===== config.mk =====
export PLATFORM = sky130hd
export DESIGN_NAME = matmul_sequencer_flat
export DESIGN_NICKNAME = d
export VERILOG_FILES = /design/src/rtl/matmul_sequencer_if.sv /design/src/rtl/matmul_sequencer.sv /design/src/flat_wrapper.sv
export SDC_FILE = /design/constraint.sdc
export NUM_CORES = 1
export LEC_CHECK = 0
export CAP_MARGIN = 20
export CORE_UTILIZATION = 63
export DETAILED_ROUTE_END_ITERATION = 6
export MAX_ROUTING_LAYER = met4
export PLACE_DENSITY = 0.88
export RECOVER_POWER = 100
export SYNTH_ARGS = -nofsm -noshare
export SYNTH_HDL_FRONTEND = slang
export SYNTH_SLANG_ARGS = --single-unit

===== constraint.sdc =====
create_clock -name clk -period 12.75 [get_ports clk]
set_input_delay 1.275 -clock clk [delete_from_list [all_inputs] [get_ports clk]]
set_output_delay 1.275 -clock clk [all_outputs]
set_load 0.02 [all_outputs]

===== src/rtl/matmul_sequencer_if.sv =====
// Control and memory bus of the matrix-multiply sequencer.
// master: the sequencer itself; slave: the control unit and the memories.
interface matmul_sequencer_if #(
    parameter int ADDR_W = 7,
    parameter int ACC_W  = 16
) ();
    logic              start;
    logic [3:0]        size;
    logic              abort;
    logic [ADDR_W-1:0] a_addr;
    logic [ADDR_W-1:0] b_addr;
    logic              rd_en;
    logic [7:0]        a_rdata;
    logic [7:0]        b_rdata;
    logic [ADDR_W-1:0] res_addr;
    logic [ACC_W-1:0]  res_wdata;
    logic              res_we;
    logic              busy;
    logic              done;
    logic              err;

    modport master (
        input  start, size, abort, a_rdata, b_rdata,
        output a_addr, b_addr, rd_en, res_addr, res_wdata, res_we, busy, done, err
    );

    modport slave (
        output start, size, abort, a_rdata, b_rdata,
        input  a_addr, b_addr, rd_en, res_addr, res_wdata, res_we, busy, done, err
    );
endinterface


===== src/rtl/matmul_sequencer.sv =====
// Time-multiplexed NxN matrix multiply: one 8x8 MAC walks the i/j/k loops.
// Define SATURATE_EN to clamp the accumulator at all ones instead of wrapping.
module matmul_sequencer #(
    parameter int MAX_N  = 10,
    parameter int ADDR_W = 7,
    parameter int ACC_W  = 16
) (
    input  logic                clk,
    input  logic                rst,
    matmul_sequencer_if.master  bus
);

    typedef enum logic [2:0] {
        S_IDLE  = 3'd0,
        S_RUN   = 3'd1,
        S_DRAIN = 3'd2,
        S_WRITE = 3'd3,
        S_DONE  = 3'd4
    } state_t;

    localparam logic [ADDR_W-1:0] STRIDE = ADDR_W'(MAX_N);

    state_t            state_r, state_s;
    logic [3:0]        n_r, n_s, i_r, i_s, j_r, j_s, k_r, k_s;
    logic [ACC_W-1:0]  acc_r, acc_s, acc_upd_s;
    logic              vld_r, vld_s;
    logic [ADDR_W-1:0] a_addr_r, a_addr_s, b_addr_r, b_addr_s, res_addr_r, res_addr_s;
    logic [ACC_W-1:0]  res_wdata_r, res_wdata_s;
    logic              rd_en_r, rd_en_s, res_we_r, res_we_s;
    logic              busy_r, busy_s, done_r, done_s, err_r, err_s;
    logic [15:0]       prod_s;
    logic              size_ok_s;

    function automatic logic [ACC_W-1:0] acc_add(input logic [ACC_W-1:0] a,
                                                 input logic [15:0] p);
`ifdef SATURATE_EN
        logic [ACC_W:0] s;
        s = {1'b0, a} + (ACC_W+1)'(p);
        if (s[ACC_W]) begin
            acc_add = {ACC_W{1'b1}};
        end else begin
            acc_add = s[ACC_W-1:0];
        end
`else
        acc_add = a + ACC_W'(p);
`endif
    endfunction

    assign prod_s    = {8'd0, bus.a_rdata} * {8'd0, bus.b_rdata};
    assign size_ok_s = (bus.size != 4'd0) && ({28'd0, bus.size} <= 32'(MAX_N));
    // vld_r marks that read data from the previous strobe is on the bus this cycle
    assign acc_upd_s = vld_r ? acc_add(acc_r, prod_s) : acc_r;

    // Next-state and next-output logic
    always_comb begin
        state_s     = state_r;
        n_s         = n_r;
        i_s         = i_r;
        j_s         = j_r;
        k_s         = k_r;
        acc_s       = acc_r;
        vld_s       = rd_en_r;
        a_addr_s    = a_addr_r;
        b_addr_s    = b_addr_r;
        res_addr_s  = res_addr_r;
        res_wdata_s = res_wdata_r;
        rd_en_s     = 1'b0;
        res_we_s    = 1'b0;
        busy_s      = busy_r;
        done_s      = 1'b0;
        err_s       = 1'b0;
        if (bus.abort && (state_r != S_IDLE)) begin
            state_s = S_IDLE;
            busy_s  = 1'b0;
            vld_s   = 1'b0;
        end else begin
            case (state_r)
                S_IDLE: begin
                    if (bus.start && !bus.abort) begin
                        if (size_ok_s) begin
                            n_s     = bus.size;
                            i_s     = 4'd0;
                            j_s     = 4'd0;
                            k_s     = 4'd0;
                            acc_s   = {ACC_W{1'b0}};
                            busy_s  = 1'b1;
                            state_s = S_RUN;
                        end else begin
                            err_s = 1'b1;
                        end
                    end else begin
                        state_s = S_IDLE;
                    end
                end
                S_RUN: begin
                    rd_en_s  = 1'b1;
                    a_addr_s = ADDR_W'(i_r) * STRIDE + ADDR_W'(k_r);
                    b_addr_s = ADDR_W'(k_r) * STRIDE + ADDR_W'(j_r);
                    acc_s    = acc_upd_s;
                    if (k_r == (n_r - 4'd1)) begin
                        state_s = S_DRAIN;
                    end else begin
                        k_s = k_r + 4'd1;
                    end
                end
                S_DRAIN: begin
                    acc_s   = acc_upd_s;
                    state_s = S_WRITE;
                end
                S_WRITE: begin
                    res_we_s    = 1'b1;
                    res_wdata_s = acc_upd_s;
                    res_addr_s  = ADDR_W'(i_r) * STRIDE + ADDR_W'(j_r);
                    acc_s       = {ACC_W{1'b0}};
                    k_s         = 4'd0;
                    if (j_r == (n_r - 4'd1)) begin
                        j_s = 4'd0;
                        if (i_r == (n_r - 4'd1)) begin
                            i_s     = 4'd0;
                            state_s = S_DONE;
                        end else begin
                            i_s     = i_r + 4'd1;
                            state_s = S_RUN;
                        end
                    end else begin
                        j_s     = j_r + 4'd1;
                        state_s = S_RUN;
                    end
                end
                S_DONE: begin
                    done_s  = 1'b1;
                    busy_s  = 1'b0;
                    state_s = S_IDLE;
                end
                default: begin
                    busy_s  = 1'b0;
                    state_s = S_IDLE;
                end
            endcase
        end
    end

    // State, loop counters, accumulator and registered outputs
    always_ff @(posedge clk or posedge rst) begin
        if (rst) begin
            state_r     <= S_IDLE;
            n_r         <= 4'd0;
            i_r         <= 4'd0;
            j_r         <= 4'd0;
            k_r         <= 4'd0;
            acc_r       <= {ACC_W{1'b0}};
            vld_r       <= 1'b0;
            a_addr_r    <= {ADDR_W{1'b0}};
            b_addr_r    <= {ADDR_W{1'b0}};
            res_addr_r  <= {ADDR_W{1'b0}};
            res_wdata_r <= {ACC_W{1'b0}};
            rd_en_r     <= 1'b0;
            res_we_r    <= 1'b0;
            busy_r      <= 1'b0;
            done_r      <= 1'b0;
            err_r       <= 1'b0;
        end else begin
            state_r     <= state_s;
            n_r         <= n_s;
            i_r         <= i_s;
            j_r         <= j_s;
            k_r         <= k_s;
            acc_r       <= acc_s;
            vld_r       <= vld_s;
            a_addr_r    <= a_addr_s;
            b_addr_r    <= b_addr_s;
            res_addr_r  <= res_addr_s;
            res_wdata_r <= res_wdata_s;
            rd_en_r     <= rd_en_s;
            res_we_r    <= res_we_s;
            busy_r      <= busy_s;
            done_r      <= done_s;
            err_r       <= err_s;
        end
    end

    assign bus.a_addr    = a_addr_r;
    assign bus.b_addr    = b_addr_r;
    assign bus.rd_en     = rd_en_r;
    assign bus.res_addr  = res_addr_r;
    assign bus.res_wdata = res_wdata_r;
    assign bus.res_we    = res_we_r;
    assign bus.busy      = busy_r;
    assign bus.done      = done_r;
    assign bus.err       = err_r;

endmodule


===== src/flat_wrapper.sv =====
// flat-port wrapper written by rule: the top's interface ports become plain ports
module matmul_sequencer_flat 
#(
    parameter int MAX_N  = 10,
    parameter int ADDR_W = 7,
    parameter int ACC_W  = 16
)
  (clk, rst, bus_start, bus_size, bus_abort, bus_a_rdata, bus_b_rdata, bus_a_addr, bus_b_addr, bus_rd_en, bus_res_addr, bus_res_wdata, bus_res_we, bus_busy, bus_done, bus_err);
  matmul_sequencer_if #(.ADDR_W(ADDR_W), .ACC_W(ACC_W)) bus_i ();
  input  logic clk;
  input  logic rst;
  input wire logic [$bits(bus_i.start)-1:0] bus_start;
  input wire logic [$bits(bus_i.size)-1:0] bus_size;
  input wire logic [$bits(bus_i.abort)-1:0] bus_abort;
  input wire logic [$bits(bus_i.a_rdata)-1:0] bus_a_rdata;
  input wire logic [$bits(bus_i.b_rdata)-1:0] bus_b_rdata;
  output wire logic [$bits(bus_i.a_addr)-1:0] bus_a_addr;
  output wire logic [$bits(bus_i.b_addr)-1:0] bus_b_addr;
  output wire logic [$bits(bus_i.rd_en)-1:0] bus_rd_en;
  output wire logic [$bits(bus_i.res_addr)-1:0] bus_res_addr;
  output wire logic [$bits(bus_i.res_wdata)-1:0] bus_res_wdata;
  output wire logic [$bits(bus_i.res_we)-1:0] bus_res_we;
  output wire logic [$bits(bus_i.busy)-1:0] bus_busy;
  output wire logic [$bits(bus_i.done)-1:0] bus_done;
  output wire logic [$bits(bus_i.err)-1:0] bus_err;
  assign bus_i.start = bus_start;
  assign bus_i.size = bus_size;
  assign bus_i.abort = bus_abort;
  assign bus_i.a_rdata = bus_a_rdata;
  assign bus_i.b_rdata = bus_b_rdata;
  assign bus_a_addr = bus_i.a_addr;
  assign bus_b_addr = bus_i.b_addr;
  assign bus_rd_en = bus_i.rd_en;
  assign bus_res_addr = bus_i.res_addr;
  assign bus_res_wdata = bus_i.res_wdata;
  assign bus_res_we = bus_i.res_we;
  assign bus_busy = bus_i.busy;
  assign bus_done = bus_i.done;
  assign bus_err = bus_i.err;
  matmul_sequencer #(.MAX_N(MAX_N), .ADDR_W(ADDR_W), .ACC_W(ACC_W)) u_core (.clk(clk), .rst(rst), .bus(bus_i));
endmodule

==> impl_metrics.py <==
metrics = {
    "status": {
        "status": "complete, but fails checks",
        "violations": "max-capacitance violations, max-slew violations",
    },
    "route": {
        "vias": 5105,
        "routed_wl_um": 14320,
        "via_per_inst": 5.717,
        "wire_per_inst_um": 16.03,
        "antenna_left": 0,
        "drt_drc_violations_left": 0,
        "drt-initial-drc-count": 381,
        "dr.pass1.iters": 5,
    },
    "worst_setup_path": {
        "worst_path_most_repeated_cell": "fa_1",
        "crit_required_ns": 13.00,
        "end_kind": "flip-flop",
        "crit_fanout": 8,
        "critical_path_buf_inv_count": 4,
        "worstPathCellList": "dlygate4sd3_1 -> nand2_1 -> fa_1 -> inv_1 -> fa_1 -> inv_1 -> fa_1 -> fa_1 -> inv_1 -> ha_1 -> o21ai_0 -> o21bai_1 -> or3b_1 -> a221oi_1 -> xnor2_1 -> a221o_1",
        "critPathKind": "input pin to flip-flop",
        "cpMaxStageDelayCell": "dlygate4sd3_1",
        "slowest_delay_ns": 0.73,
        "cp_top_family": "adder cells",
        "start_kind": "input pin",
        "worstPathArrival_ns": 6.14,
    },
    "sta": {
        "setup_viol": 0,
        "tightest_slew_ns": 4.185,
        "fin_tns_setup_ns": 0,
        "rsz0062_at_grt": "false",
        "period_needed_ns": 5.885,
        "post-route-period-util_pct": 46.16,
        "drv_slew": 127,
        "whs_ns": 0.4703,
        "slew_headroom_pct": -179.0,
        "skew_ns": 0.01243,
        "max_freq_mhz": 169.9,
        "hold_viol": 0,
    },
    "floorplan": {
        "die_h_um": 103.9,
        "die-area_um2": 10800,
        "die_w_um": 103.9,
        "rows": 36,
        "core-area_um2": 9910,
        "start_util_pct": 66.05,
        "boundaryPins": 66,
    },
    "clock_tree": {
        "cts_resized": 0,
        "postCtsSetupRepairBufs": 0,
        "cts.htree.levels": 3,
        "clk-insertion-delay-late_ns": 0.36,
        "cts_made_buffers": 9,
        "clockBufferDepth": 2,
        "cts_tree": "yes",
        "hold_buffers": 0,
        "cts_num_sinks": 78,
        "cts.clk_slew.worst_paths_ns": 0.09,
        "root_buffer": "clkbuf_8",
    },
    "global_routing": {
        "grt_max_degree": 79,
        "grt_use_total_pct": 28.72,
        "grt-ovfl-total": 0,
        "antenna_found_initial": 0,
        "grt_pass1_wl_um": 24130,
        "grt_pass1_vias": 5141,
    },
    "synth": {
        "postSynth.asyncResetShare_pct": 100.0,
        "synth_area_per_cell_um2": 9.390,
        "ys_ff_latch": 78,
        "synthCells": 697,
        "synth.distinct_cells": 52,
        "yosysTopAreaCell": "dfrtp_1",
        "synthTopCellsByArea": "dfrtp_1 30%, fa_1 17%, ha_1 10%",
        "synth_ff_type": "dfrtp_1",
        "syn_area_um2": 6545,
        "yosysWarnings": 0,
        "synth_edf_count": 0,
        "yosysSeqAreaShare_pct": 29.82,
        "synth_nets": 830,
        "synth_top_area_share_pct": 29.82,
    },
    "final_layout": {
        "final_common_cell": "inv_1",
        "antenna_cells": 0,
        "syn_to_final_growth_pct": 14.82,
        "drive_above_1_share_pct": 3.289,
        "utilization_pct": 75.83,
        "nNetsFinal": 888,
        "final_cell_mix": "117 x inv_1, 101 x nand2_1, 78 x dfrtp_1",
        "nFillCells": 682,
    },
    "pwr": {
        "power.total_mw": 1.014,
        "p_leak_nw": 3.793,
        "power_density_nw_per_um2": 134.9,
        "vdd_drop_max_v": 0.00009761,
    },
    "placed_design": {
        "gp_congestion": 0.9772,
        "hpwl_um": 10940,
        "portBuffers": 65,
    },
    "min_path": {
        "hold_class": "flip-flop to flip-flop",
    },
    "run": {
        "maxCapViolations": 2,
    },
}
[cells in the mapped netlist (5+ instances only)]
cell type,n
a21oi_1,19
xnor2_1,23
and2_1,35
clkbuf_1,13
nand2_1,101
nor2b_1,5
mux2i_1,11
a22o_1,11
nor3_1,6
nand3_1,7
fa_1,55
xor2_1,19
nor3b_1,5
o21ai_0,49
ha_1,54
a21o_1,7
inv_1,118
dfrtp_1,78
nor2_1,16
[final timing paths]
path                                             to  cells past startpoint  slack, ns              startpoint
min in group asynchronous      u_core.bus.b_addr[6]                      3       3.00                     rst
max in group asynchronous    u_core.bus.res_addr[4]                      3       7.41                     rst
max reg2reg                u_core.bus.res_wdata[12]                     15       8.20         u_core.acc_r[6]
min reg2reg                  u_core.bus.res_addr[0]                      2       0.47  u_core.bus.res_addr[0]
max                        u_core.bus.res_wdata[12]                     16       6.87          bus_b_rdata[1]
min                          u_core.bus.res_addr[0]                      2       0.47  u_core.bus.res_addr[0]
[per-layer routing]
layer  track usage, %  vias up  wire [µm]
li1                 -     2369          -
met1            37.25     2527       6147
met2            46.81      184       7102
met3            5.890       25        829
met4            6.633        0        235
met5                -        -          0
[flip-flops by register name, summed over array words and instances, names as in the netlist]
name / flops
u_core.j_r: 4
u_core.vld_r: 1
u_core.bus.done: 1
u_core.bus.a_addr: 7
u_core.bus.res_wdata: 16
u_core.n_r: 4
u_core.bus.err: 1
u_core.bus.busy: 1
u_core.acc_r: 16
u_core.i_r: 4
u_core.bus.res_addr: 7
u_core.bus.b_addr: 7
u_core.state_r: 3
u_core.bus.res_we: 1
u_core.k_r: 4
u_core.bus.rd_en: 1
[cells by family (layout without fill, tap and decap cells)]
group                    after synthesis  after routing  share of synthesized area [%]
AO/OA/AOI/OAI                        119            119                          11.93
XOR/XNOR                              45             45                          6.672
adder cells (fa/ha/maj)              109            109                          27.15
buffers and inverters                139            202                          8.048
flip-flops                            78             78                          29.82
multiplexers                          15             15                          2.371
AND/OR/NAND/NOR                      192            192                          14.01
[worst register-to-register path: stages, from the launching register on]
cell	delay (ns)
dfrtp_1	0.37
inv_1	0.08
fa_1	0.53
inv_1	0.06
fa_1	0.51
inv_1	0.05
fa_1	0.46
fa_1	0.55
inv_1	0.04
ha_1	0.34
o21ai_0	0.10
o21bai_1	0.12
or3b_1	0.39
a221oi_1	0.35
xnor2_1	0.17
a221o_1	0.32
[metrics by stage]
step / instance area, µm² / setup slack, ns / std cells
after global placement: 7298 / 6.771 / 876
after global routing: 7515 / 6.574 / 893
after detailed placement: 7298 / 6.663 / 876
after floorplan: 6545 / 7.386 / 697
after CTS: 7531 / 7.041 / 892
final: 7515 / 6.865 / 893
[area by class of cell]
cell class | count | area, µm² | share of cell area (%)
Multi-Input combinational cell | 480 | 4059 | 54.01
Sequential cell | 78 | 1952 | 25.97
Timing Repair Buffer | 68 | 661.9 | 8.808
Inverter | 118 | 442.9 | 5.894
Tap cell | 133 | 166.4 | 2.214
Clock buffer | 11 | 151.4 | 2.015
Clock inverter | 5 | 81.33 | 1.082
[power breakdown]
part | internal [mW] | total, mW | switching, mW
Sequential | 0.270 | 0.296 | 0.0257
Clock | 0.121 | 0.216 | 0.0949
Combinational | 0.211 | 0.502 | 0.291
Power figures use the tool's default switching activity.
